[src/rtl/tqvp_prism_counter_bank.sv]
// tqvp_prism_counter_bank: CHANNELS x WIDTH timer/counter bank for PRISM.
// Ports: TinyQV bus (address, data_in, data_write_n, data_read_n,
//   data_out, data_ready), FSM side (halt, fsm_enable, step, load, hit),
//   and user_interrupt (OR of enabled sticky flags).
module tqvp_prism_counter_bank #(
    parameter int CHANNELS = 4,
    parameter int WIDTH    = 27
) (
    input  logic                clk,
    input  logic                rst_n,
    input  logic [5:0]          address,
    input  logic [31:0]         data_in,
    input  logic [1:0]          data_write_n,
    input  logic [1:0]          data_read_n,
    output logic [31:0]         data_out,
    output logic                data_ready,
    input  logic                halt,
    input  logic                fsm_enable,
    input  logic [CHANNELS-1:0] step,
    input  logic [CHANNELS-1:0] load,
    output logic [CHANNELS-1:0] hit,
    output logic                user_interrupt
);

    logic [WIDTH-1:0]    count_q   [CHANNELS];
    logic [WIDTH-1:0]    count_d   [CHANNELS];
    logic [WIDTH-1:0]    preload_q [CHANNELS];
    logic [WIDTH-1:0]    preload_d [CHANNELS];
    logic [CHANNELS-1:0] mode_q;
    logic [CHANNELS-1:0] mode_d;
    logic [CHANNELS-1:0] irq_en_q;
    logic [CHANNELS-1:0] irq_en_d;
    logic [CHANNELS-1:0] flag_q;
    logic [CHANNELS-1:0] flag_d;
    logic [CHANNELS-1:0] hit_prev_q;
    logic [CHANNELS-1:0] hit_prev_d;

    logic                wr_en;
    logic                sel_ctrl;
    logic                sel_status;
    logic                sel_chan;
    logic [2:0]          chan_idx;
    logic [CHANNELS-1:0] do_step;
    logic [CHANNELS-1:0] do_load;
    logic [CHANNELS-1:0] hit_rise;
    logic                unused_ok;

    assign wr_en      = (data_write_n == 2'b10);
    assign sel_ctrl   = (address == 6'h00);
    assign sel_status = (address == 6'h04);
    assign sel_chan   = address[5] && (address[1:0] == 2'b00);
    assign chan_idx   = address[4:2];

    // step together with load is a reserved encoding: neither acts.
    assign do_step = step & ~load & {CHANNELS{~halt}};
    assign do_load = load & ~step & {CHANNELS{fsm_enable & ~halt}};

    assign hit_rise       = hit & ~hit_prev_q;
    assign user_interrupt = |(flag_q & irq_en_q);
    assign data_ready     = 1'b1;
    assign unused_ok      = &{1'b0, data_read_n, data_in};

    always_comb begin
        for (int c = 0; c < CHANNELS; c++) begin
            if (mode_q[c]) begin
                hit[c] = (count_q[c] == preload_q[c]);
            end else begin
                hit[c] = (count_q[c] == '0);
            end
        end
    end

    always_comb begin
        mode_d     = mode_q;
        irq_en_d   = irq_en_q;
        hit_prev_d = hit;
        flag_d     = flag_q | hit_rise;
        if (wr_en && sel_ctrl) begin
            mode_d   = data_in[CHANNELS-1:0];
            irq_en_d = data_in[8 +: CHANNELS];
        end
        // A new rising edge wins over a W1C in the same cycle.
        if (wr_en && sel_status) begin
            flag_d = (flag_q & ~data_in[CHANNELS-1:0]) | hit_rise;
        end
        for (int c = 0; c < CHANNELS; c++) begin
            preload_d[c] = preload_q[c];
            count_d[c]   = count_q[c];
            if (wr_en && sel_chan && (chan_idx == 3'(c))) begin
                preload_d[c] = data_in[WIDTH-1:0];
            end
            if (do_step[c]) begin
                if (mode_q[c]) begin
                    count_d[c] = count_q[c] + WIDTH'(1);
                end else if (count_q[c] != '0) begin
                    count_d[c] = count_q[c] - WIDTH'(1);
                end
            end else if (do_load[c]) begin
                count_d[c] = mode_q[c] ? '0 : preload_q[c];
            end
        end
    end

    always_comb begin
        data_out = '0;
        if (sel_ctrl) begin
            data_out[CHANNELS-1:0]  = mode_q;
            data_out[8 +: CHANNELS] = irq_en_q;
        end else if (sel_status) begin
            data_out[CHANNELS-1:0]   = flag_q;
            data_out[16 +: CHANNELS] = hit;
        end else if (sel_chan) begin
            for (int c = 0; c < CHANNELS; c++) begin
                if (chan_idx == 3'(c)) begin
                    data_out[WIDTH-1:0] = count_q[c];
                end
            end
        end
    end

    // hit_prev resets high so the post-reset hit=1 is not a rising edge.
    always_ff @(posedge clk or negedge rst_n) begin
        if (!rst_n) begin
            for (int c = 0; c < CHANNELS; c++) begin
                count_q[c]   <= '0;
                preload_q[c] <= '0;
            end
            mode_q     <= '0;
            irq_en_q   <= '0;
            flag_q     <= '0;
            hit_prev_q <= '1;
        end else begin
            for (int c = 0; c < CHANNELS; c++) begin
                count_q[c]   <= count_d[c];
                preload_q[c] <= preload_d[c];
            end
            mode_q     <= mode_d;
            irq_en_q   <= irq_en_d;
            flag_q     <= flag_d;
            hit_prev_q <= hit_prev_d;
        end
    end

endmodule

[config.mk]
export PLATFORM = sky130hd
export DESIGN_NAME = tqvp_prism_counter_bank
export DESIGN_NICKNAME = d
export VERILOG_FILES = /design/src/rtl/tqvp_prism_counter_bank.sv
export SDC_FILE = /design/constraint.sdc
export NUM_CORES = 1
export LEC_CHECK = 0
export ABC_AREA = 1
export CAP_MARGIN = 40
export CORE_MARGIN = 2
export CORE_UTILIZATION = 40
export DETAILED_ROUTE_END_ITERATION = 10
export GPL_ROUTABILITY_DRIVEN = 0
export GPL_TIMING_DRIVEN = 0
export PLACE_DENSITY = 0.55
export REMOVE_ABC_BUFFERS = 1
export SYNTH_ARGS = -nofsm -noshare
export SYNTH_HDL_FRONTEND = slang
export SYNTH_SLANG_ARGS = --single-unit
[constraint.sdc]
create_clock -name clk -period 4.2 [get_ports clk]
set_clock_uncertainty 0.1 [all_clocks]
set_input_delay 0.63 -clock clk [delete_from_list [all_inputs] [get_ports clk]]
set_output_delay 0.63 -clock clk [all_outputs]
set_load 0.03 [all_outputs]
# Word-level counts from Yosys, hierarchy flattened
# Index checks and enable logic that the tools add are counted.
dict set report totals {
  register_bits 232
  latch_bits 0
  ram_bits 0
  rom_bits 0
  input_bits 54
  elab_cells 114
  memories 0
}
dict set report op_classes {
  n_addsub 8
  multipliers 0
  n_div 0
  order_cmp 0
  eq_ne 13
  n_shift 0
  mux 38
  bitwise 15
  n_reduce_logical 28
}
# cell n
set ops {}
lappend ops {{$mux W27} 25}
lappend ops {{$add A27 B1 Y27 const B} 4}
lappend ops {{$eq A27 B27 Y1} 4}
lappend ops {{$logic_not A27 Y1} 4}
lappend ops {{$reduce_bool A27 Y1} 4}
lappend ops {{$sub A27 B1 Y27 const B} 4}
lappend ops {{$and A4 B4 Y4} 7}
lappend ops {{$mux W4} 6}
lappend ops {{$not A4 Y4} 4}
lappend ops {{$mux W15} 1}
lappend ops {{$mux W12} 1}
lappend ops {{$ne A3 B2 Y1 const B} 4}
lappend ops {{$logic_and A1 B1 Y1} 8}
lappend ops {{$or A4 B4 Y4} 2}
lappend ops {{$reduce_and A2 Y1} 4}
lappend ops {{$reduce_bool A2 Y1} 4}
lappend ops {{$mux W7} 1}
lappend ops {{$eq A3 B2 Y1 const B} 2}
lappend ops {{$eq A6 B3 Y1 const B} 1}
lappend ops {{$logic_not A6 Y1} 1}
lappend ops {{$mux W1} 4}
lappend ops {{$reduce_or A4 Y1} 1}
lappend ops {{$eq A3 B1 Y1 const B} 1}
lappend ops {{$logic_not A3 Y1} 1}
lappend ops {{other kinds (4)} 4}

# Depth between registers and ports, before layout
dict set report logic_depth {
  depth_word 8
  depth_mapped 17
  mapped_depth_nobuf 15
}

# Least setup slack after synthesis
# No wires, ideal clock.
dict set report synth_timing {
  path_kind {register to register}
  from {reg mode_q[1]}
  to {reg count_q[74] (netlist name)}
  setup_time_ns 0.077
  t_arrival_ns 2.741
  t_required_ns 4.023
  slack_ns 1.282
  stages_incl_launch_ff 14
  n_path_buf 2
  period_less_slack_ns 2.918
  cell_sequence {dfrtp_1 > buf_2 > inv_2 > buf_1 > ha_1 > nand2_1 > inv_1 > a21oi_1 > nor2_1 > nor2_1 > nand3_1 > nand2_1 > nand3_1 > a21oi_1}
}
dict set report synth_via {
  elab_chain_cells 3
  elab_cells_between_ends 6
  classes_between {eq/ne: 1; mux: 4; reduce/logical: 1}
}
# element line_no
set synth_lines {}
lappend synth_lines {{start: declaration} 29} ;# logic [CHANNELS-1:0] mode_q;
lappend synth_lines {{start signal: assignment} 137} ;# mode_q <= mode_d;
lappend synth_lines {{$mux W27} 99} ;# count_d[c] = mode_q[c] ? '0 : preload_q[c];
lappend synth_lines {{$mux W27} 98} ;# end else if (do_load[c]) begin
lappend synth_lines {{$mux W27} 92} ;# if (do_step[c]) begin
lappend synth_lines {{end signal: indexed assignment} 134} ;# count_q[c] <= count_d[c];
lappend synth_lines {{end: declaration} 25} ;# logic [WIDTH-1:0] count_q [CHANNELS];
# Several ways; a longest one is shown, not always the timed one. The select of a mux whose other input is x is not followed.
# A chain may end at the register's enable or synchronous reset.

# Worst setup path in the final report
dict set report layout_timing {
  from {in address[1]}
  to {out data_out[26]}
}
dict set report layout_via {
  elab_chain_cells 5
  elab_cells_between_ends 7
  classes_between {eq/ne: 1; mux: 3; reduce/logical: 3}
}
# element line_no
set layout_lines {}
lappend layout_lines {{start: declaration} 11} ;# input logic [5:0] address,
lappend layout_lines {{$logic_not A2 Y1} 51} ;# assign sel_chan = address[5] && (address[1:0] == 2'b00);
lappend layout_lines {{$logic_and A1 B1 Y1} 51}
lappend layout_lines {{$mux W27} 112} ;# end else if (sel_chan) begin
lappend layout_lines {{$mux W7} 109} ;# end else if (sel_status) begin
lappend layout_lines {{$mux W15 (*)} 106} ;# if (sel_ctrl) begin
lappend layout_lines {{end: declaration} 15} ;# output logic [31:0] data_out,
# Every way passes the cells marked *; elsewhere a longest branch is shown, timed or not.

==> metrics.md <==
| Metric | Value |
|---|---|
| Status | complete, no violations |
| Cell Int Power | 0.005776 W |
| Yosys cell types | 47 |
| Final critical-path share of the clock period | 99.70% |
| Area Overhead vs Synth | 13.01% |
| Worst vdd ir | around 0.31 mV |
| Die ar. | 0.05354 mm^2 |
| DR vias/cell | about 5.3 |
| H-tree depth | 1 |
| Final Total Pwr | 0.01066 W |
| Worst-margin pin slew | between 800 and 900 ps |
| Commonest non-fill, non-tap cell in the layout | nand2_1 |
| PortBufs | slightly below 80 |
| Sequential share of power | 27.9% |
| Worst path max stage delay | roughly 750 ps |
| Initial antenna violation count | 1 |
| All-Layer GR Usage | 29.06% |
| Flops & latches, synth | 232 |
| Vias in the first global route | slightly above 20,000 |
| CP cell instances | clkdlybuf4s50_1, nor2_1, nand2_2, inv_1, o21ai_0, a21oi_1, clkdlybuf4s50_1 |
| Pwr dens | 456.2 mW/mm^2 |
| DRC | 0 |
| Most used DFF post-synth | dfrtp_1 |
| Final Hold Fails | 0 |
| TritonCTS buffer count | 29 |
| Ports | approximately 90 |
| Number of synthesized flops with an enable pin | 0 |
| YS warnings | 0 |
| 1st-iter DRT viols | roughly 2,300 |
| Core area | 0.05120 mm^2 |
| Rel. slew slack | 41.61% |
| Avg Inst Size Synth | 6.108 um^2 |
| Antenna Violating Nets Remaining | 0 |
| Layout cell share with drive strength beyond 1 | 4.407% |
| Area share of the largest cell type after synthesis | 27.59% |
| Fillcell total | roughly 5,500 |
| Pre-antenna DRT Iters | 5 |
| Sw frac | around 46% |
| Die Y | 231.4 um |
| Largest net degree at the start of global routing | 80 |
| Slew Viols, Final | 0 |
| Clk sinks | 232 |
| First-pass GRT wire length | 120.2 mm |
| Hpwl dp | between 60 and 70 mm |
| Drt wl/cell | 18.89 um |
| Largest delay share family, worst path | buffers and inverters |
| Top post-synthesis cells by area | dfrtp_1, nand2_1, inv_1, nand3_1, ha_1 |
| Slowest-stage cell, CP | clkdlybuf4s50_1 |
| Combinational share of power | 46.6% |
| Clock Tree Buf Depth | 3 |
| Clk root buf | clkbuf_16 |
| Row cnt | 83 |
| Total length of routed wires | 78.04 mm |
| Most used cell, CP | clkdlybuf4s50_1 |
| Top fanout value on the critical path | 23 |
| Post-CTS Setup Bufs | 0 |
| Setup Crit Path Kind | input port to output pin |
| Setup TNS | 0 ps |
| Layout Nets | roughly 3,600 |
| WP buf/inv | 3 |
| Post-Synthesis Cells | 3,386 |
| F_max | 238.8 MHz |
| Commonest non-fill, non-tap cells in the layout | nand2_1, inv_1, nor2_1, nand3_1, dfrtp_1 |
| Worst Setup End Kind | output pin |
| Sequential share of the synthesized area | 28.10% |
| Worst-path clk slew | 60 ps |
| Grt total ovfl | 0 |
| Final min period | 4187 ps |
| CP Data Arrival Time | about 3500 ps |
| Sw power | 0.004887 W |
| Latest clock arrival within the worst-skew pair | 600 ps |
| Clock power share | about 26% |
| Yosys top cell by area | dfrtp_1 |
| Asr flop ratio synth | between 90% and 100% |
| Cell area after synthesis | between 0.02 and 0.025 mm^2 |
| Finish-stage setup viols | 0 |
| RSZ-0062 raised after global routing | no |
| Leakage Power | between 10 and 15 nW |
| Via count | roughly 22,000 |
| Die W | approximately 230 um |
| CTS tree | done |
| Worst endpoint required time | 3470 ps |
| Hold Crit Class | flop to flop |
| Type of origin of the critical path | input port |
| Initial Util | 40.39% |
| Max-cap viol count | 0 |
what timing repair did:
action	CTS	global route
hold buffers	1	0
cloned	0	1
endpoints found under the hold margin	78	0
setup endpoints to repair	30	22
resized for setup	29	22
power by group through the flow:
stage          Combinational, W  Sequential, W  Clock (W)
2_1_floorplan           0.00358        0.00277          0
5_1_grt                 0.00566        0.00300    0.00286
6_report                0.00496        0.00297    0.00273
4_1_cts                 0.00490        0.00295    0.00276
3_3_place_gp            0.00478        0.00298          0
3_5_place_dp            0.00486        0.00299          0
cell families (layout without fill, tap and decap cells):
family | after synthesis | in the layout | synth area share [%]
compound gates | 524 | 524 | 14.39
xor+xnor | 49 | 49 | 2.075
fa+ha+maj | 104 | 104 | 6.437
buf+inv | 673 | 732 | 12.92
flops | 232 | 232 | 28.10
other cells | 2 | 9 | 0.03631
simple gates | 1802 | 1802 | 36.04
final cells by class:
type	instances	area (um^2)	area share (%)
Antenna cell	3	7.507	0.03212
Multi-Input combinational cell	2485	12300	52.63
Clock inverter	13	215.2	0.9208
Clock buffer	41	810.8	3.469
Timing Repair inverter	1	7.507	0.03212
Timing Repair Buffer	95	1164	4.979
Sequential cell	232	5816	24.88
Tap cell	680	850.8	3.640
Inverter	582	2200	9.411
registers in the layout, indices dropped and copies added (netlist names):
register	flops
flag_q	4
hit_prev_q	4
count_q	108
irq_en_q	4
mode_q	4
preload_q	108
cell usage after synthesis (all sizes together) (8+ instances only):
cell,count
nand2,1119
inv,578
nor2,293
nand3,281
o21ai,256
dfrtp,228
a21oi,146
ha,100
nand4,57
buf,56
o22ai,43
clkbuf,35
nor3,32
xor2,27
xnor2,22
a21o,16
a22oi,15
a221oi,13
o21bai,13
a31oi,8
metrics by stage:
step,hold WS [ps],instances,worst slack (ps),util (%),cell area [um^2]
2_1_floorplan,234.4,3299,388.7,-,20210
3_3_place_gp,371.0,4057,-8197,42.66,21840
3_5_place_dp,375.3,4073,-361.9,43.38,22210
4_1_cts,390.6,4128,-10.16,45.49,23290
5_1_grt,401.7,4129,14.69,45.64,23360
6_report,389.2,4132,12.79,45.65,23370
layer usage:
| layer | global-route usage [%] | part of all wire [%] | up-vias |
|---|---|---|---|
| met4 | 13.69 | 5.4 | 0 |
| met5 | 0 | 0 | - |
| met3 | 5.844 | 8.3 | 160 |
| met2 | 42.23 | 41 | 822 |
| met1 | 41.10 | 45 | 10120 |
| li1 | - | - | 10880 |
tightest hold or removal path, delay by kind of cell (launching register included):
kind	cells	cell delay, ps
AO/OA/AOI/OAI	1	60
flip-flops	1	340
AND/OR/NAND/NOR	1	50
path summary, 6_finish.rpt:
path                                      startpoint                   endpoint  slack (ps)  cells past startpoint
max                                       address[1]               data_out[26]          10                      7
min                        preload_q[57]$_DFFE_PN0P_  preload_q[57]$_DFFE_PN0P_         390                      2
max reg2reg                    mode_q[0]$_DFFE_PN0P_    count_q[98]$_DFFE_PN0P_        1260                     11
min reg2reg                preload_q[57]$_DFFE_PN0P_  preload_q[57]$_DFFE_PN0P_         390                      2
max in group asynchronous                      rst_n    hit_prev_q[1]$_DFF_PN1_        2250                      4
min in group asynchronous                      rst_n    count_q[82]$_DFFE_PN0P_         480                      2
No activity file was read; power rests on OpenSTA's default activity.
